**src/rtl/mips_init_loader.sv**
```systemverilog
// rtl/mips_init_loader.sv - framed byte-stream loader driving the MIPS core init port
// Assembles big-endian words from START/N/data frames and holds the core in reset until a frame completes.
module mips_init_loader #(
    parameter logic [7:0] START_BYTE     = 8'hA5,
    parameter int         TIMEOUT_CYCLES = 1000,
    parameter int         TO_W           = 10
) (
    input  logic        clk,
    input  logic        reset,
    input  logic [7:0]  in_data,
    input  logic        in_valid,
    output logic        in_ready,
    input  logic [7:0]  base_addr,
    output logic        init,
    output logic [7:0]  init_addr,
    output logic [31:0] init_data,
    output logic        cpu_reset,
    output logic        busy,
    output logic        done,
    output logic        error,
    output logic [8:0]  words_loaded
);

    typedef enum logic [2:0] {
        S_IDLE,
        S_COUNT,
        S_DATA,
        S_WRITE,
        S_DONE,
        S_ERR
    } state_t;

    state_t          state_q, state_d;
    logic [31:0]     word_q, word_d;
    logic [1:0]      idx_q, idx_d;
    logic [8:0]      count_q, count_d;
    logic [8:0]      words_q, words_d;
    logic [7:0]      base_q, base_d;
    logic [TO_W-1:0] to_q, to_d;
    logic [7:0]      init_addr_q, init_addr_d;
    logic [31:0]     init_data_q, init_data_d;
    logic            cpu_reset_q, cpu_reset_d;
    logic            busy_q, busy_d;
    logic            done_q, done_d;
    logic            error_q, error_d;
    logic            xfer;

    assign in_ready     = (state_q != S_WRITE);
    assign xfer         = in_valid && in_ready;
    // A reset arriving during WRITE suppresses the strobe in that same cycle.
    assign init         = (state_q == S_WRITE) && !reset;
    assign init_addr    = init_addr_q;
    assign init_data    = init_data_q;
    assign cpu_reset    = cpu_reset_q;
    assign busy         = busy_q;
    assign done         = done_q;
    assign error        = error_q;
    assign words_loaded = words_q;

    always_comb begin
        state_d     = state_q;
        word_d      = word_q;
        idx_d       = idx_q;
        count_d     = count_q;
        words_d     = words_q;
        base_d      = base_q;
        to_d        = to_q;
        init_addr_d = init_addr_q;
        init_data_d = init_data_q;
        cpu_reset_d = cpu_reset_q;
        busy_d      = busy_q;
        done_d      = done_q;
        error_d     = error_q;
        case (state_q)
            S_IDLE, S_DONE, S_ERR: begin
                if (xfer && in_data == START_BYTE) begin
                    state_d     = S_COUNT;
                    base_d      = base_addr;
                    words_d     = '0;
                    done_d      = 1'b0;
                    error_d     = 1'b0;
                    busy_d      = 1'b1;
                    cpu_reset_d = 1'b1;
                    to_d        = '0;
                end
            end
            S_COUNT, S_DATA: begin
                if (xfer) begin
                    to_d = '0;
                    if (state_q == S_COUNT) begin
                        count_d = (in_data == 8'd0) ? 9'd256 : {1'b0, in_data};
                        idx_d   = 2'd0;
                        state_d = S_DATA;
                    end else begin
                        word_d = {word_q[23:0], in_data};
                        idx_d  = idx_q + 2'd1;
                        if (idx_q == 2'd3) begin
                            state_d     = S_WRITE;
                            init_addr_d = base_q + words_q[7:0];
                            init_data_d = {word_q[23:0], in_data};
                        end
                    end
                end else if (to_q == TO_W'(TIMEOUT_CYCLES - 1)) begin
                    state_d = S_ERR;
                    error_d = 1'b1;
                    busy_d  = 1'b0;
                end else begin
                    to_d = to_q + TO_W'(1);
                end
            end
            S_WRITE: begin
                words_d = words_q + 9'd1;
                if (words_q + 9'd1 == count_q) begin
                    state_d     = S_DONE;
                    done_d      = 1'b1;
                    busy_d      = 1'b0;
                    cpu_reset_d = 1'b0;
                end else begin
                    state_d = S_DATA;
                    idx_d   = 2'd0;
                    to_d    = '0;
                end
            end
            default: state_d = S_IDLE;
        endcase
    end

    always_ff @(posedge clk) begin
        if (reset) begin
            state_q     <= S_IDLE;
            word_q      <= '0;
            idx_q       <= '0;
            count_q     <= '0;
            words_q     <= '0;
            base_q      <= '0;
            to_q        <= '0;
            init_addr_q <= '0;
            init_data_q <= '0;
            cpu_reset_q <= 1'b1;
            busy_q      <= 1'b0;
            done_q      <= 1'b0;
            error_q     <= 1'b0;
        end else begin
            state_q     <= state_d;
            word_q      <= word_d;
            idx_q       <= idx_d;
            count_q     <= count_d;
            words_q     <= words_d;
            base_q      <= base_d;
            to_q        <= to_d;
            init_addr_q <= init_addr_d;
            init_data_q <= init_data_d;
            cpu_reset_q <= cpu_reset_d;
            busy_q      <= busy_d;
            done_q      <= done_d;
            error_q     <= error_d;
        end
    end

endmodule

```
**config.mk**
```make
export PLATFORM = sky130hd
export DESIGN_NAME = mips_init_loader
export DESIGN_NICKNAME = d
export VERILOG_FILES = /design/src/rtl/mips_init_loader.sv
export SDC_FILE = /design/constraint.sdc
export NUM_CORES = 1
export LEC_CHECK = 0
export CAP_MARGIN = 20
export CORE_ASPECT_RATIO = 1.75
export CORE_UTILIZATION = 50
export CTS_BUF_LIST = sky130_fd_sc_hd__clkbuf_8
export CTS_CLUSTER_DIAMETER = 80
export DETAILED_ROUTE_END_ITERATION = 16
export PLACE_DENSITY = 0.84
export RECOVER_POWER = 50
export SLEW_MARGIN = 20
export SYNTH_ARGS = -nofsm -noshare
export SYNTH_HDL_FRONTEND = slang
export SYNTH_SLANG_ARGS = --single-unit
```
**constraint.sdc**
```tcl
create_clock -name clk -period 3.9 [get_ports clk]
set_input_delay 0.585 -clock clk [delete_from_list [all_inputs] [get_ports clk]]
set_output_delay 0.585 -clock clk [all_outputs]
set_load 0.01 [all_outputs]
```
Yosys cells after proc, flatten, opt, wreduce, memory -nomap -nowiden
Cells that the tools add are included.
- output and inout bits: 55
- flip-flop bits (word level): 109
- word-level logic and storage cells: 91
- input port bits: 19
- bitwise operators: 1
- reduce and logical (&&, ||, !) cells: 23
- multiplexer cells: 31
- $add $sub $neg: 4
- equal/unequal tests: 19
- operators with widths (operator ; number):
    $mux W10 ; 4
    $pmux W10 S3 ; 1
    $mux W3 ; 6
    $mux W9 ; 2
    $pmux W9 S2 ; 1
    $reduce_and A3 Y1 ; 5
    $reduce_and A4 Y1 ; 3
    $add A10 B1 Y10 const B ; 1
    $eq A10 B10 Y1 const B ; 1
    $ne A2 B2 Y1 const B ; 5
    $add A9 B1 Y9 const B ; 1
    $eq A9 B9 Y1 ; 1
    $pmux W3 S3 ; 1
    $add A8 B8 Y8 ; 1
    $eq A8 B8 Y1 const B ; 1
    $logic_not A8 Y1 ; 1
    $mux W1 ; 8
    $eq A3 B2 Y1 const B ; 2
    $eq A3 B3 Y1 const B ; 2
    $mux W2 ; 3
    $ne A3 B3 Y1 const B ; 2
    $pmux W1 S2 ; 3
    $reduce_bool A2 Y1 ; 3
    $reduce_and A5 Y1 ; 1
    other kinds (16) ; 19

Depth between registers and ports, before layout
Gate-level depths: netlist (run 1).
- word-level depth: 5
- mapped depth: 9
- depth with buffers taken out: 9

Least setup slack after synthesis (run 1)
Ideal clock, no wire load.
- kind: reg2reg
- start: register words_q[0], in the netlist words_loaded[0]
- end: register idx_q[0]
- path slack: 1579 ps
- cell stages (with the launch flop): 8
- arrival: 2200 ps
- setup time: 121 ps
- data required time: 3779 ps
- period minus slack after synthesis: 2321 ps
- buffers on the path: 0
- cell sequence: dfxtp_1 > ha_1 > nor3b_1 > o21a_1 > o31ai_1 > nor4b_4 > a221oi_4 > mux2_2
- longest elaborated chain between the ends: 4
- RTL lines (element ; RTL line ; text):
    start, declared ; 37 ; logic [8:0] words_q, words_d;
    start signal, assigned ; 148 ; words_q <= words_d;
    $add A9 B1 Y9 ; 113 ; if (words_q + 9'd1 == count_q) begin
    $eq A9 B9 Y1 ; 113 ;
    $ne A2 B2 Y1 (no line) ; - ;
    $reduce_and A3 Y1 (no line) ; - ;
    end signal, assigned ; 146 ; idx_q <= idx_d;
    end, declared ; 35 ; logic [1:0] idx_q, idx_d;
Every way passes these cells.
A chain may end at the register's enable or synchronous reset.

Final worst setup path (run 1)
- start: register state_q[0]
- end: output init
- longest elaborated chain between the ends: 2
- RTL lines (element ; RTL line ; text):
    start, declared ; 33 ; state_t state_q, state_d;
    start signal, assigned ; 144 ; state_q <= state_d;
    $eq A3 B2 Y1 ; 51 ; assign init = (state_q == S_WRITE) && !reset;
    $logic_and A1 B1 Y1 ; 51 ;
    end, declared ; 14 ; output logic init,
Every way passes these cells.

==> results.md, run 1 <==
* Status: finished, final reports clean
* Cell Rows at 47
* Total gr overflow at 0
* Slowest stage delay, CP at 570 ps
* Num CTS Buffers at 9
* Flops & latches, synth at 109
* Final min period at 3050 ps
* Total Routed Length at 12.0 mm
* Post-Syn Area at slightly below 0.005 sq mm
* Ys async rst share at 0%
* Buffers plus inverters on the worst setup path at 2
* R2R cell count at 7
* Post-route antenna net violation count at 0
* Largest net degree at the start of global routing at between 100 and 150
* EDFF count, synth at 0
* Sequential Power Share at between 50% and 60%
* RR Endpoint: to_q[8]$_SDFFE_PP0P_
* Antenna violations before repair at 1
* Max capacitance violation total at 0
* CP Max Fanout at 15
* Fin Setup TNS at 0 ps
* Fmax at 328 MHz
* Primary FF master, synth: dfxtp_1
* Die Y at 132 microns
* IO Count at 74
* Worst Max-Slew Pin Slew at 1030 ps
* Fin crit share at 78.2%
* Post-Synthesis Cells at 604
* RSZ-0062 raised after global routing: false
* Hold path start: init_data[16]$_SDFFE_PP0P_
* Drt drc at 0
* Nets at 689
* Max stage delay cell, worst path: clkdlybuf4s50_1
* Sequential fraction of the synthesis area at 45.4%
* Buffers on Ports at 73
* Crit start category: register
* Initial core utilization at about half
* CTS tree: done
* Clock share of power at 33.3%
* Gpl congestion at 0.866
* Worst-path clk slew at ~100 ps
* Die X-Extent at 76.1 microns
* Logic pwr share at 13.6%
* Worst Setup SP: state_q[0]$_SDFFE_PP0P_
* Clock sink total at 109
* RR Startpoint: state_q[0]$_SDFFE_PP0P_
* PD cells at 379 mW/mm^2
* Router iterations before antenna repair at 5
* Cell family with most CP delay: simple AND/OR/NAND/NOR gates
* Switching Power at 0.000628 W
* Tot GR Track Use at 24.2%
* Hold WC Path Type: register to register
* Worst endpoint required time at 3310 ps
* Post-Syn Nets at ~630
* Slew headroom at a little under a third
* VDD IR-drop max at approximately 0.34 mV
* Pre-CTS WS at around 1100 ps
* Post-CTS Setup Bufs at 0
* Cts hold-fix bufs at 0
* Crit path DAT at approximately 2500 ps
* Core Util, Final at around three fifths
* Clock Latency Late Sink at around 380 ps
* Fin. Hold Viols at 0
* Crit path kind: register to output port
* Post-CTS Resized at 0
* Hold Path Cell Cnt at 2
* Synth Area per Inst at approximately 8.0 sq um
* Root Driver: clkbuf_8
* Final setup skew at ~15 ps
* Yosys warning count at 0
* Hold endpoint: init_data[16]$_SDFFE_PP0P_
* Via density at 5.65
* Final Slew Violations at 0
* Fraction of layout cells with a size suffix above 1 at under 10%
* Slack of the worst reg-to-reg path at 1170 ps
* CP endpoint kind: output port
* DR vias at 4448
* Endpoints failing setup at 0
* Routed len/inst at 15.2 microns
* CTS H-tree lvls at 3
* First-pass GRT wire length at 19.4 mm
* Crit. path cell count at 5
* Leakage at 2.13 nW
* Die area at around 0.01 sq mm
* Final WS setup at 850 ps
* Vias in the first global route at 4213
* Worst-path cell chain: nor2b_1 > buf_4 > nand2_1 > nor2_1 > clkdlybuf4s50_1
* Clock Tree Buf Depth at 2
* Syn-to-layout area delta at 21.1%
* Net Sw Frac at 28.5%
* Detailed placement HPWL at around 8.5 mm
* First DRT Iteration DRCs at 317
* Synth unique cells at 55
* Core area at 0.00941 sq mm
* P_int at about 0.0016 W
## final cells by class
cell class / instances / area, sq um
Tap cell: 122 / 153
Clock buffer: 10 / 138
Timing Repair Buffer: 81 / 788
Sequential cell: 109 / 2180
Fill cell: 826 / 3590
Multi-Input combinational cell: 449 / 2440
Clock inverter: 6 / 77.6
Inverter: 9 / 33.8
Antenna cell: 1 / 2.50
## placed cells by master (no fill, tap or decap), drive strengths merged, types with 3 or more instances in the layout
cell type,netlist,final
nor3,11,11
and3,9,9
ha,10,10
nand3b,6,6
or3,8,8
clkdlybuf4s50,0,18
xnor2,8,8
nor2b,11,11
a211oi,3,3
nor4,4,4
nand2b,6,6
o31ai,3,3
dlygate4sd3,0,54
a311oi,8,8
buf,9,8
nand2,163,163
nor3b,3,3
o21ai,17,17
clkbuf,28,11
xor2,7,7
nand3,12,12
dfxtp,109,109
nor2,25,25
nand4,3,3
o21a,5,5
inv,9,12
a21oi,100,100
## worst min-delay path: cells and delay by family, from the launching register on
family	cells	cell delay (ps)
AO/OA/AOI/OAI	1	50
flip-flops	1	320
AND/OR/NAND/NOR	1	50
## per-stage QoR
step | instances | cell area (sq um) | hold slack (ps) | total power [W]
3_5_place_dp | 770 | 5600 | 446 | 0.00149
4_1_cts | 786 | 5810 | 460 | 0.00221
2_1_floorplan | 604 | 4800 | 432 | 0.00141
3_3_place_gp | 770 | 5600 | 442 | 0.00148
5_1_grt | 787 | 5820 | 479 | 0.00230
6_report | 787 | 5820 | 456 | 0.00221
## logic make-up (layout without fill, tap and decap cells)
| family | count (synthesis) | after routing | synth area share (%) |
|---|---|---|---|
| adders and majority gates | 11 | 11 | 3.02 |
| AOI/OAI and AO/OA | 152 | 152 | 18.8 |
| buffers and inverters | 46 | 106 | 3.75 |
| other | 0 | 1 | 0 |
| muxes | 2 | 2 | 0.443 |
| xor gates and xnor gates | 15 | 15 | 2.73 |
| DFF | 109 | 109 | 45.4 |
| and+or+nand+nor | 269 | 269 | 25.8 |
## synthesized netlist by cell type (9+ instances only)
| library cell | number | area, sq um |
|---|---|---|
| nand3_1 | 11 | 55.1 |
| nor3_1 | 10 | 50.1 |
| nand2_1 | 163 | 612 |
| clkbuf_1 | 28 | 105 |
| inv_1 | 9 | 33.8 |
| nor2b_1 | 11 | 68.8 |
| nor2_1 | 25 | 93.8 |
| o21ai_0 | 17 | 85.1 |
| dfxtp_1 | 109 | 2180 |
| ha_1 | 10 | 125 |
| a21oi_1 | 99 | 495 |
| and3_1 | 9 | 56.3 |
## sequential cells by signal, summed over array words and instances (netlist names), 2 cells and up
signal and flops:
init_data 32, word_q 24, to_q 10, count_q 9
words_loaded 9, base_q 8, init_addr 8, state_q 3
idx_q 2
## power groups by stage
stage                     clock network, W  logic [W]  registers [W]
after floorplan                          0   0.000234        0.00118
after global placement                   0   0.000282        0.00119
after detailed placement                 0   0.000295        0.00120
after CTS                         0.000744   0.000297        0.00117
after global routing              0.000796   0.000325        0.00118
final                             0.000734   0.000299        0.00117
## routing by layer
layer	share of wire [%]	up-vias	track usage, %
met5	0	-	0
met4	3.1	0	13.1
met3	3.4	29	4.31
met2	54	110	43.6
met1	39	2126	26.6
li1	-	2183	-
## worst max-delay path by stage
stage	end	slack (ps)
floorplan	idx_q[0]$_SDFFE_PP0P_	1580
global placement	to_q[6]$_SDFFE_PP0P_	1190
detailed placement	to_q[6]$_SDFFE_PP0P_	1120
CTS	init	850
global route	init	730
finish	init	850
Power figures use the tool's default switching activity.
==> inputs of run 2 (changes only) <==
Settings changed: PLACE_DENSITY 0.84 to 0.87.
Clock period 3.9 ns to 2.75 ns, I/O delays scaled along.
==> results.md, run 2 (synthesis results as in run 1) <==
* Tot GR Track Use at 24.1% (-0.16 points)
* Fin. Hold Viols at 0 (unchanged)
* Routed len/inst at 14.7 microns (-3.1%)
* Clock Latency Late Sink at 380 ps (about the same)
* Max stage delay cell, worst path: clkdlybuf4s50_1
* Crit path DAT at 2120 ps (-350 ps)
* Leakage at 2.14 nW (+0.12%)
* Diodes inserted at 0 (-1)
* Commonest non-fill, non-tap cell in the layout: nand2_1
* VDD IR-drop max at 0.375 mV (+11%)
* Fin crit share at 92.0%
* R2R cell count at 6 (-1)
* Crit start category: register
* Clock Tree Buf Depth at 2 (unchanged)
* Worst-path clk slew at 100 ps (about the same)
* Detailed placement HPWL at 8.36 mm (-1.5%)
* IO Count at 74 (unchanged)
* Fraction of layout cells with a size suffix above 1 at 5.81% (+0.54 points)
* Final setup skew at 16.2 ps (+1.10 ps)
* Total Routed Length at 11.7 mm (-2.4%)
* Via density at 5.58 (-1.3%)
* RSZ-0062 raised after global routing: false
* First-pass GRT wire length at 19.5 mm (+0.43%)
* Post-route antenna net violation count at 0 (unchanged)
* Die X-Extent at 76.1 microns (unchanged)
* Vias in the first global route at 4324 (+2.6%)
* Clock sink total at 109 (unchanged)
* Total gr overflow at 0 (unchanged)
* Slew headroom at 35.7% (+4.2 points)
* Post-CTS Resized at 0 (unchanged)
* Final WS setup at 221 ps (-629 ps)
* Most frequent cells in the layout: nand2_1, dfxtp_1, a21oi_1, dlygate4sd3_1, clkdlybuf4s50_1
* Hold Path Cell Cnt at 2 (unchanged)
* Worst-path cell chain: nor2b_1 > nand2_1 > buf_4 > nor2_1 > clkdlybuf4s50_1
* Pre-CTS WS at 195 ps (-922 ps)
* Cell Rows at 47 (unchanged)
* Initial core utilization at 51.1% (unchanged)
* Crit path kind: register to output port
* Post-CTS Setup Bufs at 0 (unchanged)
* Final min period at around 2500 ps
* PD cells at 527 mW/mm^2 (+39%)
* Router iterations before antenna repair at 5 (unchanged)
* Gpl congestion at 0.862 (-0.36%)
* Endpoints failing setup at 0 (unchanged)
* Dpl cell area at 0.00566 sq mm (+1.2%)
* CTS H-tree lvls at 3 (unchanged)
* Root Driver: clkbuf_8
* Core area at 0.00941 sq mm (unchanged)
* Status: finished, final reports clean
* RR Startpoint: words_loaded[2]$_SDFFE_PP0P_
* Core Util, Final at 62.2% (+0.43 points)
* DR vias at 4422 (-0.58%)
* Final Cell Area at 0.00586 sq mm (+0.69%)
* Syn-to-layout area delta at 21.9%
* Antenna violations before repair at 0 (-1)
* Max capacitance violation total at 0 (unchanged)
* Largest net degree at the start of global routing at 116 (unchanged)
* Die Y at 132 microns (unchanged)
* Hold endpoint: init_data[20]$_SDFFE_PP0P_
* Hold path start: init_data[20]$_SDFFE_PP0P_
* Die area at 0.0100 sq mm (unchanged)
* CP Max Fanout at 14 (-1)
* Num CTS Buffers at 9 (unchanged)
* Hold WC Path Type: register to register
* Buffers on Ports at 73 (unchanged)
* RR Endpoint: idx_q[0]$_SDFFE_PP0P_
* CP endpoint kind: output port
* # fillers at 798 (-3.4%)
* Fin Setup TNS at 0 ps (unchanged)
* Worst Max-Slew Pin Slew at 965 ps (-63.4 ps)
* Slowest stage delay, CP at 560 ps (about the same)
* CTS tree: done
* Worst endpoint required time at 2340 ps (-970 ps)
* Fmax at 395 MHz
* First DRT Iteration DRCs at 254 (-20%)
* Max reg flops at 32 (unchanged)
* Cts hold-fix bufs at 0 (unchanged)
* WHS at 456 ps (-0.407 ps)
* Slack of the worst reg-to-reg path at 260 ps (-910 ps)
* Final Slew Violations at 0 (unchanged)
* Drt drc at 0 (unchanged)
* Nets at 696 (+1.0%)
run 2: cell count changes in the layout (fill, tap and decap cells not counted), moves of 2 or more:
cell	before	now
dlygate4sd3_1	54	46
inv_8	2	0
buf_4	7	11
clkdlybuf4s50_1	18	26
clkbuf_1	1	3
run 2: metrics by stage:
| step | instances | power, W |
|---|---|---|
| after floorplan | 604 | 0.00200 |
| after global placement | 777 | 0.00210 |
| after detailed placement | 777 | 0.00212 |
| after CTS | 793 | 0.00310 |
| after global routing | 793 | 0.00322 |
| final | 793 | 0.00309 |
run 2: layout make-up:
cell class                      instances  area, sq um  share of cell area [%]
Multi-Input combinational cell        449         2440                    41.7
Sequential cell                       109         2180                    37.3
Timing Repair Buffer                   88          840                    14.3
Tap cell                              122          153                    2.61
Clock buffer                           10          138                    2.35
Clock inverter                          6         68.8                    1.17
Inverter                                9         33.8                   0.577
run 2: power breakdown:
part           internal [W]  switching (W)  total, W
clock              0.000453       0.000551   0.00100
combinational      0.000164       0.000254  0.000417
sequential          0.00161      0.0000508   0.00166
total               0.00223       0.000855   0.00309
run 2: layer usage:
metal	track usage (%)	up-vias	part of all wire (%)
met5	0	-	0
met3	3.33	36	3.1
met2	43.8	118	53
met4	14.7	0	4.7
li1	-	2199	-
met1	25.8	2069	39
run 2: worst max path at each step:
stage | end | slack (ps) | depth (start not counted) | startpoint
CTS | init | 190 | 5 | state_q[0]$_SDFFE_PP0P_
floorplan | idx_q[0]$_SDFFE_PP0P_ | 430 | 7 | words_loaded[0]$_SDFFE_PP0P_
global placement | to_q[7]$_SDFFE_PP0P_ | 290 | 7 | in_data[1]
finish | init | 220 | 5 | state_q[0]$_SDFFE_PP0P_
detailed placement | to_q[3]$_SDFFE_PP0P_ | 200 | 7 | in_data[1]
global route | init | 130 | 5 | state_q[0]$_SDFFE_PP0P_
run 2: worst max-delay path: cells and delay by family (launching register included):
kind                   cells  cell delay, ps
buffers and inverters      2             760
AND/OR/NAND/NOR            3             480
flip-flops                 1             510
==> inputs of run 3 (changes only) <==
Settings changed: CORE_UTILIZATION 50 to 40, HOLD_SLACK_MARGIN set to 0.15, PLACE_DENSITY 0.87 to 0.74.
==> results.md, run 3 (synthesis results as in run 1) <==
* CP Max Fanout at 10 (-4)
* Fin. Hold Viols at 0 (unchanged)
* Slowest stage delay, CP at 570 ps (about the same)
* Worst-path cell chain: nand3_2 > nor2_1 > o22ai_1 > a211o_1 > a221oi_4 > mux2_2
* Fin crit share at 92.3% (+0.33 points)
* Commonest non-fill, non-tap cell in the layout: nand2_1
* Pre-CTS WS at 73.6 ps (-122 ps)
* VDD IR-drop max at 0.283 mV (-24%)
* Fmax at 394 MHz (-0.36%)
* Status: finished, violations left
* Fin Setup TNS at 0 ps (unchanged)
* Leakage at 2.17 nW (+1.7%)
* Worst Max-Slew Pin Slew at 922 ps (-43.0 ps)
* Final min period at 2540 ps (+9.16 ps)
* Total Routed Length at 12.3 mm (+5.0%)
* Router iterations before antenna repair at 12 (+7)
* First-pass GRT wire length at 20.3 mm (+4.0%)
* Hold WC Path Type: input pin to register
* Max capacitance violation total at 0 (unchanged)
* Clock Latency Late Sink at 390 ps (about the same)
* Crit start category: register
* Crit path DAT at 2810 ps (+690 ps)
* Largest net degree at the start of global routing at 59 (-49%)
* Antenna violations before repair at 0 (unchanged)
* Num CTS Buffers at 9 (unchanged)
* Post-CTS Resized at 0 (unchanged)
* Failing checks: design-rule violations
* Final WS setup at 212 ps (-9.16 ps)
* Detailed placement HPWL at 9.00 mm (+7.7%)
* First DRT Iteration DRCs at 215 (-15%)
* Max reg flops at 32 (unchanged)
* Buffers on Ports at 73 (unchanged)
* Core Util, Final at 50.8% (-11 points)
* Clock sink total at 109 (unchanged)
* Routed len/inst at 15.2 microns (+2.8%)
* Fraction of layout cells with a size suffix above 1 at 6.52% (+0.71 points)
* Slew headroom at 38.5% (+2.9 points)
* Drt drc at 2 (+2)
* Post-route antenna net violation count at 0 (unchanged)
* Clock Tree Buf Depth at 2 (unchanged)
* Crit path kind: register to register
* RSZ-0062 raised after global routing: false
* CP endpoint kind: register
* Gpl congestion at 0.892 (+3.4%)
* Diodes inserted at 0 (unchanged)
* Vias in the first global route at 4278 (-1.1%)
* IO Count at 74 (unchanged)
* Worst endpoint required time at 3030 ps (+690 ps)
* PD cells at 535 mW/mm^2 (+1.6%)
* CTS tree: done
* Final setup skew at 12.9 ps (-3.31 ps)
* Initial core utilization at 41.3% (-9.8 points)
* Tot GR Track Use at 20.6% (-3.4 points)
* Core area at 0.0116 sq mm (+24%)
* Max stage delay cell, worst path: dfxtp_1
* Endpoints failing setup at 0 (unchanged)
* CTS H-tree lvls at 3 (unchanged)
* Nets at 701 (+0.72%)
* Buffers plus inverters on the worst setup path at 0 (-2)
* Cell Rows at 52 (+11%)
* Via density at 5.41 (-3.0%)
* Most frequent cells in the layout: nand2_1, dfxtp_1, a21oi_1, dlygate4sd3_1, nor2_1
* Syn-to-layout area delta at 23.1%
* Root Driver: clkbuf_8
* Final Slew Violations at 0 (unchanged)
* DR vias at 4383 (-0.88%)
* Die Y at 147 microns (+12%)
* Die X-Extent at 84.8 microns (+11%)
* Total gr overflow at 0 (unchanged)
* Cell family with most CP delay: compound AO/OA/AOI/OAI gates
* Cts hold-fix bufs at 0 (unchanged)
* Worst-path clk slew at 110 ps (about the same)
* Die area at 0.0125 sq mm (+24%)
* Post-CTS Setup Bufs at 0 (unchanged)
-- run 3: cell count changes in the layout (fill, tap and decap cells not counted), sizes merged --
cell / change
buf: +6
bufinv: +1
clkbuf: -1
clkdlybuf4s50: -2
dlygate4sd3: +2
inv: -2
-- run 3: final timing paths --
kind | from | endpoint | slack, ps | cells after the start
min | reset | init_data[9]$_SDFFE_PP0P_ | 400 | 2
min reg2reg | init_data[19]$_SDFFE_PP0P_ | init_data[19]$_SDFFE_PP0P_ | 460 | 2
max reg2reg | words_loaded[2]$_SDFFE_PP0P_ | idx_q[0]$_SDFFE_PP0P_ | 210 | 6
max | words_loaded[2]$_SDFFE_PP0P_ | idx_q[0]$_SDFFE_PP0P_ | 210 | 6
-- run 3: layout make-up --
type / count / area (sq um)
clock buffers: 10 / 138
multi-input cells: 449 / 2440
repair buffers: 93 / 867
inverters: 9 / 33.8
well taps: 135 / 169
flip-flops and latches: 109 / 2180
fillers: 1090 / 5730
clock inverters: 5 / 82.6
-- run 3: per-stage QoR --
| stage | instances | cell area, sq um | hold WS (ps) | total power [W] |
|---|---|---|---|---|
| global route | 810 | 5910 | 413 | 0.00330 |
| finish | 810 | 5910 | 399 | 0.00316 |
| detailed placement | 795 | 5710 | 446 | 0.00213 |
| global placement | 795 | 5710 | 442 | 0.00212 |
| floorplan | 604 | 4800 | 432 | 0.00200 |
| CTS | 810 | 5930 | 396 | 0.00319 |
-- run 3: report_power, final --
group / internal, W / switching, W / total [W]
sequential: 0.00161 / 0.0000549 / 0.00167
clock: 0.000536 / 0.000542 / 0.00108
combinational: 0.000165 / 0.000253 / 0.000419
-- run 3: layer usage --
layer / vias to the layer above / GRT usage (%) / routed length (microns)
met4: 0 / 10.6 / 393
li1: 2204 / - / -
met3: 24 / 2.98 / 309
met5: - / 0 / 0
met2: 71 / 40.2 / 6950
met1: 2084 / 20.8 / 4620
